<file path="config.mk">
export PLATFORM = sky130hd
export DESIGN_NAME = wire_lamp_bank_flat
export DESIGN_NICKNAME = d
export VERILOG_FILES = /design/src/rtl/wire_lamp_bank_pkg.sv /design/src/rtl/wire_lamp_bank_if.sv /design/src/rtl/wire_lamp_bank_toggle_limiter.sv /design/src/rtl/wire_lamp_bank.sv /design/src/flat_wrapper.sv
export SDC_FILE = /design/constraint.sdc
export NUM_CORES = 1
export LEC_CHECK = 0
export BUFFER_PORTS_ARGS = -buffer_cell sky130_fd_sc_hd__buf_2
export CORE_AREA = 2 2 39 41
export DETAILED_ROUTE_END_ITERATION = 8
export DIE_AREA = 0 0 41 43
export GPL_TIMING_DRIVEN = 0
export PLACE_DENSITY = 0.65
export SETUP_SLACK_MARGIN = 0.02
export SLEW_MARGIN = 20
export SYNTH_ARGS = -nofsm -noshare
export SYNTH_HDL_FRONTEND = slang
export SYNTH_SLANG_ARGS = --single-unit
</file>
<file path="constraint.sdc">
create_clock -name clk -period 3.2 [get_ports clk]
set_input_delay 0.64 -clock clk [delete_from_list [all_inputs] [get_ports clk]]
set_output_delay 0.64 -clock clk [all_outputs]
set_load 0.03 [all_outputs]
</file>
<file path="src/rtl/wire_lamp_bank_pkg.sv">
// Shared types and helpers for the wire lamp bank.
package wirelog_pkg;

    // Lamp bank request state
    typedef enum logic {
        IDLE = 1'b0,
        REQ  = 1'b1
    } lamp_fsm_t;

    // Counter width that holds 0..max_toggles inclusive
    function automatic int cnt_width(input int max_toggles);
        return (max_toggles < 1) ? 1 : $clog2(max_toggles + 1);
    endfunction

endpackage

</file>
<file path="src/rtl/wire_lamp_bank_if.sv">
// Wire pulses in, lamp states and evaluation request out.
interface wire_lamp_bank_if #(
    parameter int LAMP_COUNT = 2
);
    logic                  logic_reset;
    logic [LAMP_COUNT-1:0] toggle_in;
    logic                  fault_toggle;
    logic                  eval_ack;
    logic [LAMP_COUNT-1:0] lamps;
    logic                  fault_lamp;
    logic                  eval_req;
    logic                  overflow;

    modport master (
        output logic_reset, toggle_in, fault_toggle, eval_ack,
        input  lamps, fault_lamp, eval_req, overflow
    );

    modport slave (
        input  logic_reset, toggle_in, fault_toggle, eval_ack,
        output lamps, fault_lamp, eval_req, overflow
    );
endinterface

</file>
<file path="src/rtl/wire_lamp_bank_toggle_limiter.sv">
// Per-frame toggle budget: saturating event counter plus sticky overflow flag.
module toggle_limiter
    import wirelog_pkg::*;
#(
    parameter int MAX_TOGGLES = 8
) (
    input  logic clk,
    input  logic reset,
    input  logic i_clear,
    input  logic i_event,
    output logic o_accept,
    output logic o_overflow
);
    localparam int             W     = cnt_width(MAX_TOGGLES);
    localparam logic [W-1:0]   MAX_C = W'(MAX_TOGGLES);

    logic [W-1:0] r_count;
    logic         r_overflow;
    logic         w_room;

    assign w_room     = (r_count < MAX_C);
    // A frame restart swallows any event presented in the same cycle
    assign o_accept   = i_event && w_room && !i_clear;
    assign o_overflow = r_overflow;

    // Count accepted events, saturate at the budget and flag drops
    always_ff @(posedge clk or posedge reset) begin
        if (reset) begin
            r_count    <= '0;
            r_overflow <= 1'b0;
        end else if (i_clear) begin
            r_count    <= '0;
            r_overflow <= 1'b0;
        end else if (i_event) begin
            if (w_room) begin
                r_count <= r_count + 1'b1;
            end else begin
                r_overflow <= 1'b1;
            end
        end
    end
endmodule

</file>
<file path="src/rtl/wire_lamp_bank.sv">
// Logic and fault lamps toggled by wire pulses, with req/ack evaluation request.
//
// state | meaning
// IDLE  | lamps settled, no evaluation pending
// REQ   | eval_req high, gate should evaluate current lamps
module wire_lamp_bank
    import wirelog_pkg::*;
#(
    parameter int          LAMP_COUNT  = 2,
    parameter int unsigned INIT_STATE  = 0,
    parameter bit          INIT_FAULT  = 1'b0,
    parameter int          MAX_TOGGLES = 8
) (
    input  logic                  clk,
    input  logic                  reset,
    wire_lamp_bank_if.slave       bus
);
    localparam logic [LAMP_COUNT-1:0] INIT_L = LAMP_COUNT'(INIT_STATE);

    logic [LAMP_COUNT-1:0] r_lamps;
    logic                  r_fault;
    lamp_fsm_t             r_state;
    lamp_fsm_t             w_state_nxt;
    logic                  w_event;
    logic                  w_accept;
    logic                  w_overflow;
    logic                  w_eval_req;

    // Any pulse counts as one event, even if bits cancel out
    assign w_event = (|bus.toggle_in) | bus.fault_toggle;

    toggle_limiter #(
        .MAX_TOGGLES (MAX_TOGGLES)
    ) u_limiter (
        .clk        (clk),
        .reset      (reset),
        .i_clear    (bus.logic_reset),
        .i_event    (w_event),
        .o_accept   (w_accept),
        .o_overflow (w_overflow)
    );

    // Lamp registers flip only on accepted events
    always_ff @(posedge clk or posedge reset) begin
        if (reset) begin
            r_lamps <= INIT_L;
            r_fault <= INIT_FAULT;
        end else if (bus.logic_reset) begin
            r_lamps <= INIT_L;
            r_fault <= INIT_FAULT;
        end else if (w_accept) begin
            r_lamps <= r_lamps ^ bus.toggle_in;
            r_fault <= r_fault ^ bus.fault_toggle;
        end
    end

    // FSM state register
    always_ff @(posedge clk or posedge reset) begin
        if (reset) begin
            r_state <= IDLE;
        end else begin
            r_state <= w_state_nxt;
        end
    end

    // FSM next state; a new event in the ack cycle keeps the request alive
    always_comb begin
        w_state_nxt = r_state;
        if (bus.logic_reset) begin
            w_state_nxt = IDLE;
        end else begin
            case (r_state)
                IDLE:    if (w_accept) w_state_nxt = REQ;
                REQ:     if (!w_accept && bus.eval_ack) w_state_nxt = IDLE;
                default: w_state_nxt = IDLE;
            endcase
        end
    end

    // FSM outputs decoded straight from the state flop so async reset drops them at once
    always_comb begin
        w_eval_req = (r_state == REQ);
    end

    assign bus.lamps      = r_lamps;
    assign bus.fault_lamp = r_fault;
    assign bus.eval_req   = w_eval_req;
    assign bus.overflow   = w_overflow;
endmodule

</file>
<file path="src/flat_wrapper.sv">
// flat-port wrapper written by rule: the top's interface ports become plain ports
module wire_lamp_bank_flat import wirelog_pkg::*;
#(
    parameter int          LAMP_COUNT  = 2,
    parameter int unsigned INIT_STATE  = 0,
    parameter bit          INIT_FAULT  = 1'b0,
    parameter int          MAX_TOGGLES = 8
)
  (clk, reset, bus_logic_reset, bus_toggle_in, bus_fault_toggle, bus_eval_ack, bus_lamps, bus_fault_lamp, bus_eval_req, bus_overflow);
  wire_lamp_bank_if #(.LAMP_COUNT(LAMP_COUNT)) bus_i ();
  input  logic clk;
  input  logic reset;
  input wire logic [$bits(bus_i.logic_reset)-1:0] bus_logic_reset;
  input wire logic [$bits(bus_i.toggle_in)-1:0] bus_toggle_in;
  input wire logic [$bits(bus_i.fault_toggle)-1:0] bus_fault_toggle;
  input wire logic [$bits(bus_i.eval_ack)-1:0] bus_eval_ack;
  output wire logic [$bits(bus_i.lamps)-1:0] bus_lamps;
  output wire logic [$bits(bus_i.fault_lamp)-1:0] bus_fault_lamp;
  output wire logic [$bits(bus_i.eval_req)-1:0] bus_eval_req;
  output wire logic [$bits(bus_i.overflow)-1:0] bus_overflow;
  assign bus_i.logic_reset = bus_logic_reset;
  assign bus_i.toggle_in = bus_toggle_in;
  assign bus_i.fault_toggle = bus_fault_toggle;
  assign bus_i.eval_ack = bus_eval_ack;
  assign bus_lamps = bus_i.lamps;
  assign bus_fault_lamp = bus_i.fault_lamp;
  assign bus_eval_req = bus_i.eval_req;
  assign bus_overflow = bus_i.overflow;
  wire_lamp_bank #(.LAMP_COUNT(LAMP_COUNT), .INIT_STATE(INIT_STATE), .INIT_FAULT(INIT_FAULT), .MAX_TOGGLES(MAX_TOGGLES)) u_core (.clk(clk), .reset(reset), .bus(bus_i));
endmodule
</file>
## After elaboration in Yosys (flattened, before gate mapping)

Index checks and enable logic that the tools add are counted.

- Flip-flop bits (word level): 9
- Bits of input ports: 7

- $add $sub $neg: 1
- Order comparisons: 1
- Equality and inequality tests: 1
- Mux-type cells: 14
- Bitwise operators: 4
- Reductions and logical operators: 11

Operator list:

| cell | number |
|---|---|
| 4-bit two-way mux | 3 |
| 1-bit two-way mux | 8 |
| 2-bit nonzero test | 3 |
| 4-bit by 1-bit adder with 4-bit output (second input constant) | 1 |
| 4-bit < comparator (second input constant) | 1 |
| 2-bit two-way mux | 2 |
| 2-bit AND reduction | 2 |
| 1-bit logical AND | 3 |
| 1-bit zero test | 2 |
| 2-bit != test (second input constant) | 1 |
| 1-bit one-hot mux with 2 select lines | 1 |
| 2-bit OR reduction | 1 |
| 2-bit bitwise XOR | 1 |
| 1-bit inverter | 1 |
| 1-bit bitwise OR | 1 |
| 1-bit bitwise XOR | 1 |

## Logic depth before layout (Yosys ltp)

- Word-level depth: 9
- Gate-level depth with buffers: 4
- Gate-level depth less buffers: 3

## Hierarchy

Synthesis repeated with hierarchy kept, for this count alone.

- Cell total of the unflattened synthesis: 38
- Area total of the unflattened synthesis: 419.2 um^2

By module, submodules not included:

| module | instances | cells an instance | area an instance (um^2) | seq. area each (um^2) |
|---|---|---|---|---|
| toggle_limiter | 1 | 20 | 226.5 | 125.1 |
| wire_lamp_bank | 1 | 18 | 192.7 | 100.1 |

## Worst setup path after synthesis

OpenSTA, ideal clock, no wires.

- Path kind: in2reg
- Start: input bus_toggle_in[1]
- End: register u_core.u_limiter.r_count[2]
- Arrival time: 1.264 ns
- Required time: 3.075 ns
- Path slack: 1.811 ns
- Stages: 3
- Path buffers: 0
- Path through: nor3_2 -> nor3b_2 -> mux2_4

- Longest elaborated chain between the ends: 4

RTL lines:

| element | line | source |
|---|---|---|
| from (decl) | flat_wrapper.sv:14 | `input wire logic [$bits(bus_i.toggle_in)-1:0] bus_toggle_in;` |
| 2-bit OR reduction | wire_lamp_bank.sv:30 | `assign w_event = (\|bus.toggle_in) \| bus.fault_toggle;` |
| 1-bit bitwise OR | wire_lamp_bank.sv:30 |  |
| 2-bit nonzero test (no line) | - |  |
| 2-bit AND reduction (no line) | - |  |
| to (signal assigned) | wire_lamp_bank_toggle_limiter.sv:36 | `r_count <= r_count + 1'b1;` |
| to (decl) | wire_lamp_bank_toggle_limiter.sv:17 | `logic [W-1:0] r_count;` |

No other way between the ends.
A chain may end at the register's enable or synchronous reset.

## Worst setup path after layout

- Start: register u_core.r_lamps[0], in the netlist u_core.bus.lamps[0]
- End: output bus_lamps[0]

RTL lines:

| element | line | source |
|---|---|---|
| from (decl) | wire_lamp_bank.sv:20 | `logic [LAMP_COUNT-1:0] r_lamps;` |
| from (signal assigned) | wire_lamp_bank.sv:52 | `r_lamps <= r_lamps ^ bus.toggle_in;` |
| to (decl) | flat_wrapper.sv:17 | `output wire logic [$bits(bus_i.lamps)-1:0] bus_lamps;` |

No word-level cell between the ends.

==> impl_metrics.tcl <==
set metrics [dict create \
    routed-via-count 343 \
    fin_skew_ps 3.46 \
    ys.flop_type "dfrtp_1" \
    hold_buffers 0 \
    yosys_warnings 0 \
    synthCells 41 \
    final_cell_mix "buf_2 (10), dfrtp_1 (9), nor2_1 (6)" \
    io_buffers 10 \
    final_cell_area_um2 556 \
    cts_root_buf "clkbuf_4" \
    synth_edf_count 0 \
    max_freq_ghz 0.686 \
    core_um2 1380 \
    synth_nets 49 \
    grt_pass1_wl_um 1320 \
    cp_slowest_cell "dfrtp_1" \
    area_delta_synth_final_pct 21.0 \
    setup_viol 0 \
    hpwlAfterDp_um 595 \
    dp_slack_ps 1580 \
    path_buf_inv 1 \
    insertion_delay_ps 250 \
    grt_antenna_before_repair 0 \
    grt_overflow 0 \
    gp_congestion 0.713 \
    crit_fanout 2 \
    drtIter0Drc 5 \
    grtUsageTotal_pct 11.6 \
    post_drt_via_cell_ratio 4.83 \
    final-seq-area_um2 225 \
    ys_seq_area_share_pct 49.0 \
    die-width_um 41 \
    cap_violations 0 \
    ctsHtreeMaxLevel 1 \
    dpl-instance-area_um2 529 \
    async_reset_ff_share_pct 100 \
    cts_tree "yes" \
    synthesis.area_um2 459 \
    endpoint_kind "output port" \
    rows 14 \
    ios 12 \
    n_antenna_cell 0 \
    syn_avg_cell_area_um2 11.2 \
    fin_setup_tns_ps 0 \
    routedWlPerCell_um 11.1 \
    fin_crit_sh_pct 45.5 \
    max_stage_delay_ps 390 \
    rsz0062_at_grt "false" \
    synth_top_area_share_pct 49.0 \
    max-slew-margin-rel_pct 75.9 \
    die_area_um2 1760 \
    ir_worst_vdd_mv 0.239 \
    leakage_nw 0.272 \
    drive_above_1_share_pct 40.0 \
    crit_type "reg -> out" \
    worstMarginPinSlew_ps 362 \
    first_pass_iters 4 \
    power.density_nw_per_um2 462 \
    grt_pass1_vias 326 \
    hp-class "in -> async" \
    fillers 139 \
    die_h_um 43 \
    clk_pin_slew_ps 60 \
    postRouteAntennaNets 0 \
    drv_slew 0 \
    critPathArrivalTime_ps 820 \
    status "complete, no violations" \
    wirelength_um 785 \
    synth-seq-cells 9 \
    start_kind "register" \
    clock_path_buffers 2 \
    cts_made_buffers 3 \
    cp.required_ps 2560 \
    critPathTopFamily "flip-flops" \
    synth.area.top_cells "dfrtp_1 (49%), xnor2_1 (5.7%), nor2_1 (4.9%)" \
    ys_types 20 \
    post-cts-setup-buffers 0 \
    path_cells "buf_2" \
    num-nets-final 64 \
    yosys.area.top_type "dfrtp_1" \
    final.setup.worst_slack_ps 1740 \
    finalHoldViolCount 0 \
    fin_crit_ps 1460 \
    start_util_pct 33.2 \
    clock_sinks 9 \
    layout_commonest_cell "buf_2" \
    drc 0 \
    grt_max_degree 11 \
    cts_resized 0 \
    multiInputGateArea_um2 208 \
]
cell usage after synthesis (2+ instances only):
library cell / instances
o21ai_0: 2
nor2b_1: 3
a21oi_1: 3
dfrtp_1: 9
xnor2_1: 3
nor2_1: 6
inv_1: 2
cell type report:
type / instances / share of cell area, %
Buffer: 2 / 3.38
Clock buffer: 4 / 4.73
Inverter: 2 / 1.35
Multi-Input combinational cell: 28 / 37.4
Sequential cell: 9 / 40.5
Tap cell: 16 / 3.60
Timing Repair Buffer: 10 / 9.01
stage by stage:
stage          utilization [%]  hold slack, ps  total power (W)  instances
2_1_floorplan                -             468         0.000161         41
3_3_place_gp              38.2             476         0.000174         67
3_5_place_dp              38.2             486         0.000175         67
4_1_cts                   40.1             343         0.000262         71
5_1_grt                   40.1             355         0.000272         71
6_report                  40.1             341         0.000257         71
layer usage:
| layer | vias up | GRT usage, % | routed length, um |
|---|---|---|---|
| met5 | - | 0 | 0 |
| met4 | 0 | 8.00 | 0 |
| met3 | 0 | 4.71 | 27 |
| met2 | 7 | 14.4 | 411 |
| met1 | 170 | 15.9 | 346 |
| li1 | 166 | - | - |
state kept, by name (all words and copies together), names as in the netlist:
signal / count
u_core.u_limiter.r_count: 4
u_core.u_limiter.o_overflow: 1
u_core.bus.eval_req: 1
u_core.bus.lamps: 2
u_core.bus.fault_lamp: 1
kinds of logic after synthesis:
group | after synthesis | share of synthesized area (%)
xor gates and xnor gates | 3 | 5.72
muxes | 1 | 3.27
DFF | 9 | 49.0
adders and majority gates | 1 | 2.72
AOI/OAI and AO/OA | 7 | 10.4
and+or+nand+nor | 16 | 23.2
buffers and inverters | 4 | 5.72
power breakdown:
group	internal, W	switching (W)
logic	0.0000188	0.0000258
clock network	0.0000478	0.0000363
registers	0.000122	0.00000622
path summary, 6_finish.rpt:
check                                               to  cells after the start  slack [ps]                         from
hold reg to reg            u_core.u_limiter.o_overflow                      2         490  u_core.u_limiter.o_overflow
setup reg to reg           u_core.u_limiter.r_count[2]                      3        2000  u_core.u_limiter.r_count[0]
min in group clk           u_core.u_limiter.o_overflow                      2         490  u_core.u_limiter.o_overflow
setup / recovery                          bus_lamps[0]                      1        1740          u_core.bus.lamps[0]
max in group asynchronous          u_core.bus.lamps[1]                      2        2590                        reset
hold / removal             u_core.u_limiter.r_count[1]                      2         340                        reset
(Power assumes the default switching activity.)
